===== src/rtl/pwm_deadtime_if.sv =====
// Control and gate-drive bundle for the pwm_deadtime stage.
// The master side drives phase, enable, dead time and fault controls; the slave returns gate drives and status.
interface pwm_deadtime_if #(
  parameter int CNT_WIDTH = 8
);
  logic                 en;
  logic                 pwm_in;
  logic [CNT_WIDTH-1:0] dt;
  logic                 fault;
  logic                 clr_fault;
  logic                 gate_hi;
  logic                 gate_lo;
  logic                 dead_active;
  logic                 fault_latched;

  modport master (
    output en, pwm_in, dt, fault, clr_fault,
    input  gate_hi, gate_lo, dead_active, fault_latched
  );

  modport slave (
    input  en, pwm_in, dt, fault, clr_fault,
    output gate_hi, gate_lo, dead_active, fault_latched
  );
endinterface


===== src/rtl/pwm_deadtime.sv =====
// Dead-time inserter: turns one PWM phase into a complementary gate pair,
// with an all-off gap at every transition and a sticky fault shutdown.
module pwm_deadtime #(
  parameter int CNT_WIDTH = 8
) (
  input  logic          clk,
  input  logic          rst,
  pwm_deadtime_if.slave bus
);

  typedef enum logic [1:0] {IDLE, DEAD, HI, LO} state_t;

  state_t               state, state_nx;
  logic                 target, target_nx;
  logic [CNT_WIDTH-1:0] cnt, cnt_nx;
  logic [CNT_WIDTH-1:0] reload;
  logic                 fault_q, fault_nx;

  // A dead time of zero still costs one cycle, so the reload value is max(dt,1)-1.
  assign reload = (bus.dt == '0) ? '0 : bus.dt - CNT_WIDTH'(1);

  // NOTE: every variable gets a default before the branches, so no path leaves one unassigned and no latch is inferred.
  always_comb begin
    state_nx  = state;
    target_nx = target;
    cnt_nx    = cnt;
    fault_nx  = fault_q;

    if (bus.fault) begin
      fault_nx = 1'b1;
      state_nx = IDLE;
    end else begin
      if (bus.clr_fault) fault_nx = 1'b0;

      if (!bus.en) begin
        state_nx = IDLE;
      end else begin
        case (state)
          IDLE: if (!fault_q) begin
            state_nx  = DEAD;
            target_nx = bus.pwm_in;
            cnt_nx    = reload;
          end
          HI: if (!bus.pwm_in) begin
            state_nx  = DEAD;
            target_nx = 1'b0;
            cnt_nx    = reload;
          end
          LO: if (bus.pwm_in) begin
            state_nx  = DEAD;
            target_nx = 1'b1;
            cnt_nx    = reload;
          end
          DEAD: begin
            // A phase flip inside the gap restarts it, swallowing pulses shorter than the dead time.
            if (bus.pwm_in != target) begin
              target_nx = bus.pwm_in;
              cnt_nx    = reload;
            end else if (cnt == '0) begin
              state_nx = target ? HI : LO;
            end else begin
              cnt_nx = cnt - CNT_WIDTH'(1);
            end
          end
          default: state_nx = IDLE;
        endcase
      end
    end
  end

  // Outputs decode the next state so they switch on the same edge as the state register.
  // NOTE: sequential state uses non-blocking assignments so every register samples pre-edge values.
  always_ff @(posedge clk or negedge rst) begin
    if (!rst) begin
      state             <= IDLE;
      target            <= 1'b0;
      cnt               <= '0;
      fault_q           <= 1'b0;
      bus.gate_hi       <= 1'b0;
      bus.gate_lo       <= 1'b0;
      bus.dead_active   <= 1'b0;
      bus.fault_latched <= 1'b0;
    end else begin
      state             <= state_nx;
      target            <= target_nx;
      cnt               <= cnt_nx;
      fault_q           <= fault_nx;
      bus.gate_hi       <= (state_nx == HI);
      bus.gate_lo       <= (state_nx == LO);
      bus.dead_active   <= (state_nx == DEAD);
      bus.fault_latched <= fault_nx;
    end
  end

endmodule

===== src/flat_wrapper.sv =====
// flat-port wrapper written by rule: the top's interface ports become plain ports
module pwm_deadtime_flat 
#(
  parameter int CNT_WIDTH = 8
)
  (clk, rst, bus_en, bus_pwm_in, bus_dt, bus_fault, bus_clr_fault, bus_gate_hi, bus_gate_lo, bus_dead_active, bus_fault_latched);
  pwm_deadtime_if #(.CNT_WIDTH(CNT_WIDTH)) bus_i ();
  input  logic clk;
  input  logic rst;
  input wire logic [$bits(bus_i.en)-1:0] bus_en;
  input wire logic [$bits(bus_i.pwm_in)-1:0] bus_pwm_in;
  input wire logic [$bits(bus_i.dt)-1:0] bus_dt;
  input wire logic [$bits(bus_i.fault)-1:0] bus_fault;
  input wire logic [$bits(bus_i.clr_fault)-1:0] bus_clr_fault;
  output wire logic [$bits(bus_i.gate_hi)-1:0] bus_gate_hi;
  output wire logic [$bits(bus_i.gate_lo)-1:0] bus_gate_lo;
  output wire logic [$bits(bus_i.dead_active)-1:0] bus_dead_active;
  output wire logic [$bits(bus_i.fault_latched)-1:0] bus_fault_latched;
  assign bus_i.en = bus_en;
  assign bus_i.pwm_in = bus_pwm_in;
  assign bus_i.dt = bus_dt;
  assign bus_i.fault = bus_fault;
  assign bus_i.clr_fault = bus_clr_fault;
  assign bus_gate_hi = bus_i.gate_hi;
  assign bus_gate_lo = bus_i.gate_lo;
  assign bus_dead_active = bus_i.dead_active;
  assign bus_fault_latched = bus_i.fault_latched;
  pwm_deadtime #(.CNT_WIDTH(CNT_WIDTH)) u_core (.clk(clk), .rst(rst), .bus(bus_i));
endmodule

===== config.mk =====
export PLATFORM = sky130hd
export DESIGN_NAME = pwm_deadtime_flat
export DESIGN_NICKNAME = d
export VERILOG_FILES = /design/src/rtl/pwm_deadtime_if.sv /design/src/rtl/pwm_deadtime.sv /design/src/flat_wrapper.sv
export SDC_FILE = /design/constraint.sdc
export NUM_CORES = 1
export LEC_CHECK = 0
export ABC_AREA = 1
export CAP_MARGIN = 15
export CORE_MARGIN = 2
export CORE_UTILIZATION = 56
export CTS_CLUSTER_SIZE = 16
export DETAILED_ROUTE_END_ITERATION = 8
export PLACE_DENSITY = 0.89
export REMOVE_ABC_BUFFERS = 1
export SYNTH_ARGS = -nofsm -noshare
export SYNTH_HDL_FRONTEND = slang
export SYNTH_SLANG_ARGS = --single-unit
export TNS_END_PERCENT = 30

===== constraint.sdc =====
create_clock -name clk -period 2.6 [get_ports clk]
set_input_delay 0.26 -clock clk [delete_from_list [all_inputs] [get_ports clk]]
set_output_delay 0.26 -clock clk [all_outputs]
set_load 0.02 [all_outputs]

==> flow_summary.yaml, run 1 <==
run_status:
  outcome: "completed"
placed_design:
  dpl.hpwl_mm: 1.941
  port_buffers: 17
  dp_worst_setup_slack_ns: 0.8824
  place_congestion: 0.8209
timing:
  timing.setup.tns_ns: 0
  fin_ws_ns: 1.024
  finalHoldViolCount: 0
  tightest_slew_ns: 0.6469
  max_slew_margin_pct: 56.74
  fin_crit_sh_pct: 60.63
  finClkSkew_ns: 0.002365
  fin_crit_ns: 1.576
  finalSetupViolations: 0
  rsz0062_at_grt: "no"
  maxSlewViolCount: 0
  hold_slack_ns: 0.3637
  fmax_ghz: 0.6344
worst_setup_path:
  path_cells: "inv_1 > ha_1 > nand2_2 > nor2_2 > nand3_2 > nand2_4 > inv_6 > nand3_2 > nand2_1"
  critPathKind: "flip-flop to flip-flop"
  end_kind: "flip-flop"
  cp_max_fo: 10
  cpMostUsedCell: "nand3_2"
  arrival_ns: 1.76
  critPathMaxStageDelay_ns: 0.39
  worstSetupStartpointType: "flip-flop"
  cpMaxStageDelayCell: "dfrtp_1"
  required_ns: 2.79
floorplanning:
  die_x_um: 48.62
  initial_utilization_pct: 58.01
  die_area_sq_um: 2363
  die_h_um: 48.62
  io_pins: 18
  row_count: 16
  core_sq_um: 1922
cells_and_area:
  n_antenna_cell: 0
  mostFrequentLayoutCells: "nand2_1, inv_1, nor2_1, clkdlybuf4s50_1"
  multiInputGateArea_sq_um: 638.1
  drive_gt1_share_pct: 13.33
  n_fill_cell: 172
  register_area_sq_um: 375.4
  area_growth_pct: 20.76
  final_common_cell: "nand2_1"
  num-nets-final: 198
  fin_util_pct: 70.05
run:
  drv_cap: 0
clock_network:
  clkSinkCount: 15
  ctsResizeCount: 0
  clk_pin_slew_ns: 0.09
  cts_buffers: 3
  cts_tree: "built"
  cts-root-buf: "clkbuf_4"
  cts_buffer_depth: 2
  insertion_delay_ns: 0.29
  cts_hold_buf: 0
  cts_setup_buffers: 0
  htree_levels: 1
yosys:
  avgSynthCellArea_sq_um: 7.011
  synth.yosys.warnings: 0
  muxShareOfSynthArea_pct: 0
  synth_top_family_by_area: "simple AND/OR/NAND/NOR gates"
  synth_fa_ha_area_share_pct: 3.367
  synth-xor-area-share_pct: 4.602
  yosys.area_share.simple_pct: 41.98
  synth-seq-area-share_pct: 33.67
  synth-compound-area-share_pct: 7.295
  synth_cell_types: 25
  syn_area_sq_um: 1115
  ys_ff_latch: 15
  syn_inst: 159
drt:
  viasPerCell: 5.227
  avgRoutedWirePerCell_um: 11.22
  wirelength_mm: 2.322
  drc: 0
  ant_nets: 0
  vias: 1082
  dr.pass1.iters: 4
  drtIter0Drc: 26
power_and_ir_drop:
  power.leakage_nw: 0.6983
  p_total_mw: 0.6835
  power_density_nw_per_um2: 507.7
  ir_worst_vdd_uv: 409.1
global_routing:
  antenna_found_initial: 0
  track_usage_pct: 22.10
  grt_pass1_wl_mm: 4.077
  overflow: 0
  grt_max_degree: 16
  grt_pass1_vias: 1004
hold_path:
  hold_path.class: "primary input to asynchronous set/reset pin"
==> state kept, by name, summed over array words and instances (netlist names) <==
signal / flops
u_core.cnt: 8
u_core.state: 2
u_core.bus.dead_active: 1
u_core.bus.fault_latched: 1
u_core.bus.gate_hi: 1
u_core.bus.gate_lo: 1
u_core.target: 1
==> final timing paths <==
path | from | depth (start not counted) | endpoint | slack (ns)
worst max register to register | u_core.cnt[0] | 9 | u_core.cnt[7] | 1.02
max in group asynchronous | rst | 1 | u_core.cnt[7] | 1.82
worst min-delay path | rst | 1 | u_core.cnt[0] | 0.36
worst max-delay path | u_core.cnt[0] | 9 | u_core.cnt[7] | 1.02
worst min register to register | u_core.cnt[0] | 2 | u_core.cnt[0] | 0.50
min in group clk | u_core.cnt[0] | 2 | u_core.cnt[0] | 0.50
==> final cells by class <==
cell class,count,share of cell area (%)
tap,27,2.509
multi-input combinational,119,47.40
inverter,25,7.528
timing repair buffer,17,12.64
sequential,15,27.88
clock buffer,3,1.673
clock inverter,1,0.3717
==> worst max-delay path, delay by kind of cell (launching register included) <==
kind | cells | cell delay [ns]
and+or+nand+nor | 6 | 0.62
DFF | 1 | 0.39
adders and majority gates | 1 | 0.28
buffers and inverters | 2 | 0.19
==> stage by stage <==
step	instance area, sq um	std cells
floorplan	1115	159
global placement	1319	203
detailed placement	1319	203
CTS	1346	207
global route	1346	207
finish	1346	207
==> cells by family after synthesis <==
family,count (synthesis)
simple gates,96
fa+ha+maj,3
flops,15
xor+xnor,5
buf+inv,25
compound gates,15
==> cells in the mapped netlist (all sizes together) <==
library cell,instances,area [sq um]
or2,1,6.260
o21ai,12,63.81
a21boi,1,7.510
xnor2,2,25.03
nor2,24,110.1
dfrtp,15,375.4
nand3,21,135.1
inv,25,101.4
nand3b,1,7.510
ha,3,37.54
nand2,48,202.7
xor2,3,26.28
a21oi,2,10.01
nand4,1,6.260
==> where the power goes <==
group	switching (mW)	total [mW]	internal, mW
logic	0.141	0.240	0.0990
clock network	0.0753	0.133	0.0572
registers	0.0407	0.311	0.271
==> layer usage <==
metal  global-route usage, %  wire length (um)
met1                   24.75               912
met2                   39.73              1212
met3                   3.704               117
met4                   11.90                80
met5                       0                 0
No activity file was read; power rests on OpenSTA's default activity.
==> run 2, diff against run 1 <==
CORE_UTILIZATION = 47   (was 56)
PLACE_DENSITY = 0.8   (was 0.89)
clock period = 1.3 ns   (was 2.6 ns; I/O delays follow)
==> run 2 against run 1 <==
Net effect: the run now ends with setup timing left; largest power group is now combinational cells; largest cell class unchanged; first-iteration DRC count increased by 54%; final area increased by 22%; power grew to 2.5 times the previous value; non-clock buffer count grew 27; sequential power grew 98%; cell count rose by 14%; global-route usage increased by 2.4 points; combinational power rose to 3.4 times the previous value.
==> flow_summary.yaml, run 2 (synthesis results as in run 1) <==
clock_network:
  insertion_delay_ns: 0.29
  clkSinkCount: 15
  htree_levels: 1
  clk_pin_slew_ns: 0.09
  cts_buffer_depth: 2
  cts_tree: "built"
  cts_buffers: 3
  cts-root-buf: "clkbuf_4"
global_routing:
  antenna_found_initial: 0
  grt_busiest_layer: "met2"
  grtUsageMet1_pct: 22.42
  use_met3_pct: 4.857
  grt_pass1_wl_mm: 4.940
  overflow: 0
  grt_pass1_vias: 1257
  track_usage_pct: 24.52
  grt_max_degree: 13
  met2_usage_pct: 47.50
drt:
  wirelength_mm: 3.008
  drtIter0Drc: 40
  vias: 1233
  dr.pass1.iters: 4
  viasPerCell: 5.225
  ant_nets: 0
  drc: 0
  avgRoutedWirePerCell_um: 12.75
timing:
  fin_crit_sh_pct: 106.0
  finClkSkew_ns: 0.0006799
  tightest_slew_ns: 0.2940
  finalSetupViolations: 12
  finalHoldViolCount: 0
  fmax_ghz: 0.7260
  rsz0062_at_grt: "yes"
  maxSlewViolCount: 0
  fin_ws_ns: -0.07740
  fin_crit_ns: 1.377
  hold_slack_ns: 0.01271
  max_slew_margin_pct: 80.30
worst_setup_path:
  worst-path-stages: 8
  cp_top_family: "simple AND/OR/NAND/NOR gates"
  arrival_ns: 1.61
  critPathMaxStageDelay_ns: 0.48
  worstSetupStartpointType: "flip-flop"
  required_ns: 1.53
  cp_max_fo: 4
  end_kind: "flip-flop"
  path_cells: "nor2_4 > nand2_4 > nor2_4 > buf_4 > nand4_1 > nand2_2 > inv_2 > nor2_4"
  cpMostUsedCell: "nor2_4"
  r2r_cells: 8
  cpMaxStageDelayCell: "dfrtp_2"
  critPathKind: "flip-flop to flip-flop"
  path_buf_inv: 2
floorplanning:
  die_h_um: 52.70
  initial_utilization_pct: 49.92
  core_sq_um: 2233
  die_x_um: 52.70
  die_area_sq_um: 2777
  io_pins: 18
  row_count: 17
cells_and_area:
  n_fill_cell: 177
  multiInputGateArea_sq_um: 729.5
  largest_register_ffs: 8
  num-nets-final: 226
  n_antenna_cell: 0
  top_regs: "u_core.cnt (8), u_core.state (2)"
  fin_util_pct: 73.45
  drive_gt1_share_pct: 32.21
  regMostFlops: "u_core.cnt"
  mostFrequentLayoutCells: "nand2_1, buf_4, inv_1, nor2_1, dfrtp_1"
  final_common_cell: "nand2_1"
  register_area_sq_um: 376.6
  area_growth_pct: 47.14
power_and_ir_drop:
  power.leakage_nw: 0.8580
  power_density_nw_per_um2: 1046
  ir_worst_vdd_uv: 874.2
hold_path:
  hold_path.class: "primary input to asynchronous set/reset pin"
run_status:
  violations: "setup timing"
  outcome: "finished, violations left"
run:
  drv_cap: 0
placed_design:
  port_buffers: 17
  dpl.hpwl_mm: 2.328
  place_congestion: 0.8093
==> run 2: area by class of cell <==
cell class	instances	share of cell area (%)
flip-flops and latches	15	22.96
inverters	25	6.331
clock inverters	1	0.3051
multi-input cells	120	44.47
well taps	28	2.136
repair buffers	44	22.43
clock buffers	3	1.373
==> run 2: final timing paths <==
kind                          startpoint                        to  slack [ns]
min reg2reg                u_core.cnt[0]             u_core.cnt[0]        0.51
min in group clk           bus_clr_fault  u_core.bus.fault_latched        0.41
max reg2reg                u_core.cnt[2]        u_core.bus.gate_hi       -0.08
max in group asynchronous            rst             u_core.cnt[2]        0.89
max                        u_core.cnt[2]        u_core.bus.gate_hi       -0.08
min                                  rst    u_core.bus.dead_active        0.01
==> run 2: power by group <==
group          switching [mW]  total [mW]  internal (mW)
clock network           0.165       0.280          0.115
logic                   0.426       0.821          0.395
registers              0.0721       0.615          0.543
==> run 2: per-layer routing <==
layer | vias up | routed length, um
met4 | 0 | 85
met3 | 11 | 120
met5 | - | 0
li1 | 607 | -
met2 | 44 | 1636
met1 | 571 | 1165
==> run 2: per-stage QoR <==
step	setup TNS [ns]	worst slack, ns	power, mW	std cells	instance area (sq um)
after global placement	-1.650	-0.1899	1.258	230	1515
after floorplan	-0.5308	-0.07004	0.9576	159	1115
after detailed placement	-2.891	-0.3186	1.288	230	1515
after global routing	-1.416	-0.1555	1.830	236	1640
after CTS	-0.7187	-0.09995	1.597	235	1574
final	-0.5759	-0.07740	1.716	236	1640
==> run 2: repair_timing <==
item	CTS	global route
endpoints found under the hold margin	0	0
hold buffers	0	0
pin swaps	14	10
setup buffers	0	1
gates resized for setup	15	14
gates cloned	1	0
setup endpoints to repair	17	13
==> run 3, diff against run 2 <==
CELL_PAD_IN_SITES_DETAIL_PLACEMENT = 1   (was not set)
CELL_PAD_IN_SITES_GLOBAL_PLACEMENT = 2   (was not set)
CORE_UTILIZATION = 26   (was 47)
==> run 3 against run 2 <==
Net effect: the flow still finishes with violations (setup timing); maximum frequency up 1.7%; via count down 2.9%; clock power up 36%; count of clock-buffer cells in the layout up 1; hold slack better by 0.19 ns; critical endpoint is now u_core.target; highest routed layer unchanged.
==> flow_summary.yaml, run 3 (synthesis results as in run 1) <==
run_status:
  outcome: "finished, violations left"
  violations: "setup timing"
worst_setup_path:
  cp_max_fo: 4
  reg2reg_slack_ns: -0.05
  end_kind: "flip-flop"
  critPathKind: "flip-flop to flip-flop"
  path_cells: "nand2_1 > nor2_1 > nor2_4 > buf_4 > nand2_1 > nand2_1 > o21ai_0"
  required_ns: 1.46
  critPathMaxStageDelay_ns: 0.44
  worstSetupStartpointType: "flip-flop"
  arrival_ns: 1.52
  cpMaxStageDelayCell: "dfrtp_2"
  cpMostUsedCell: "nand2_1"
drt:
  drtIter0Drc: 32
  avgRoutedWirePerCell_um: 13.68
  ant_nets: 0
  drc: 0
  wirelength_mm: 3.598
  vias: 1197
  viasPerCell: 4.551
  dr.pass1.iters: 4
cells_and_area:
  regMostFlops: "u_core.cnt"
  top_regs: "u_core.cnt (8), u_core.state (2)"
  final_cells: 263
  final_cell_area_sq_um: 1769
  fin_util_pct: 43.60
  largest_register_ffs: 8
  mostFrequentLayoutCells: "nand2_1, buf_4, inv_1, nor2_1"
  final_common_cell: "nand2_1"
  n_antenna_cell: 0
  num-nets-final: 231
  drive_gt1_share_pct: 35.21
  area_growth_pct: 58.70
timing:
  fin_crit_ns: 1.354
  fin_crit_sh_pct: 104.1
  finClkSkew_ns: 0.005312
  hold_slack_ns: 0.2064
  rsz0062_at_grt: "yes"
  finalHoldViolCount: 0
  fin_ws_ns: -0.05389
  finalSetupViolations: 10
  max_slew_margin_pct: 76.41
  fmax_ghz: 0.7386
  tightest_slew_ns: 0.3526
  timing.setup.tns_ns: -0.3199
  maxSlewViolCount: 0
clock_network:
  insertion_delay_ns: 0.25
  clk_pin_slew_ns: 0.06
  cts_buffer_depth: 2
  cts_tree: "built"
  cts-root-buf: "clkbuf_8"
  cts_buffers: 3
  htree_levels: 1
  clkSinkCount: 15
  cts_hold_buf: 0
placed_design:
  dpl.hpwl_mm: 2.712
  numPlacedInstances: 255
  place_congestion: 0.8440
  port_buffers: 17
  dpl_cell_area_sq_um: 1565
hold_path:
  hold_path.class: "primary input to asynchronous set/reset pin"
global_routing:
  overflow: 0
  grt_pass1_wl_mm: 6.168
  antenna_found_initial: 0
  grt_pass1_vias: 1354
  track_usage_pct: 15.80
  grt_max_degree: 16
floorplanning:
  die_h_um: 69.48
  die_area_sq_um: 4827
  core_sq_um: 4058
  initial_utilization_pct: 27.47
  row_count: 23
  io_pins: 18
  die_x_um: 69.48
run:
  drv_cap: 0
power_and_ir_drop:
  power.leakage_nw: 0.9078
  power_density_nw_per_um2: 1085
  ir_worst_vdd_uv: 434.5
run 3: cell types whose count changed in the layout (fill, tap and decap cells not counted), moves of 2 or more:
cell and delta:
buf_4 +3, clkbuf_4 -3, clkbuf_8 +3, dfrtp_1 -2, dfrtp_2 +2, o21ai_0 -2, o21ai_1 +2
run 3: through the flow:
| stage | total power [mW] | setup slack (ns) |
|---|---|---|
| after floorplan | 0.9576 | -0.07004 |
| after global placement | 1.311 | -0.2235 |
| after detailed placement | 1.334 | -0.3151 |
| after CTS | 1.907 | -0.02027 |
| after global routing | 2.047 | -0.1278 |
| final | 1.920 | -0.05389 |
run 3: per-layer routing:
metal  vias to the layer above  track usage (%)  share of wire [%]
met3                        10            1.744                2.9
met5                         -                0                  0
li1                        604                -                  -
met1                       558            16.64                 40
met2                        25            30.66                 54
met4                         0            7.625                3.4
run 3: worst paths after layout:
check | endpoint | depth (start not counted) | from
max | u_core.target | 7 | u_core.state[1]
min reg2reg | u_core.cnt[0] | 2 | u_core.cnt[0]
max in group asynchronous | u_core.cnt[2] | 2 | rst
max reg2reg | u_core.target | 7 | u_core.state[1]
min in group clk | u_core.bus.fault_latched | 2 | bus_clr_fault
min | u_core.state[1] | 2 | rst
run 3: worst max-delay path, delay by kind of cell, from the launching register on:
kind	cells	cell delay [ns]
AND/OR/NAND/NOR	5	0.62
buffers and inverters	1	0.14
flip-flops	1	0.44
AO/OA/AOI/OAI	1	0.07
run 3: cell type report:
| cell class | count | area (sq um) |
|---|---|---|
| Fill cell | 505 | 2288 |
| Multi-Input combinational cell | 120 | 754.5 |
| Timing Repair Buffer | 49 | 424.2 |
| Sequential cell | 15 | 379.1 |
| Inverter | 25 | 103.9 |
| Tap cell | 50 | 62.56 |
| Clock buffer | 4 | 45.04 |
run 3: power by group:
| group | total [mW] | internal (mW) | switching, mW |
|---|---|---|---|
| Combinational | 0.915 | 0.450 | 0.464 |
| Sequential | 0.623 | 0.545 | 0.0780 |
| Clock | 0.382 | 0.217 | 0.165 |
| Total | 1.92 | 1.21 | 0.707 |
run 3: what timing repair did:
action | CTS | global route
pin swaps | 11 | 4
gates resized for setup | 33 | 5
endpoints found under the setup margin | 17 | 14
buffers inserted | 3 | 0
gates cloned | 1 | 0
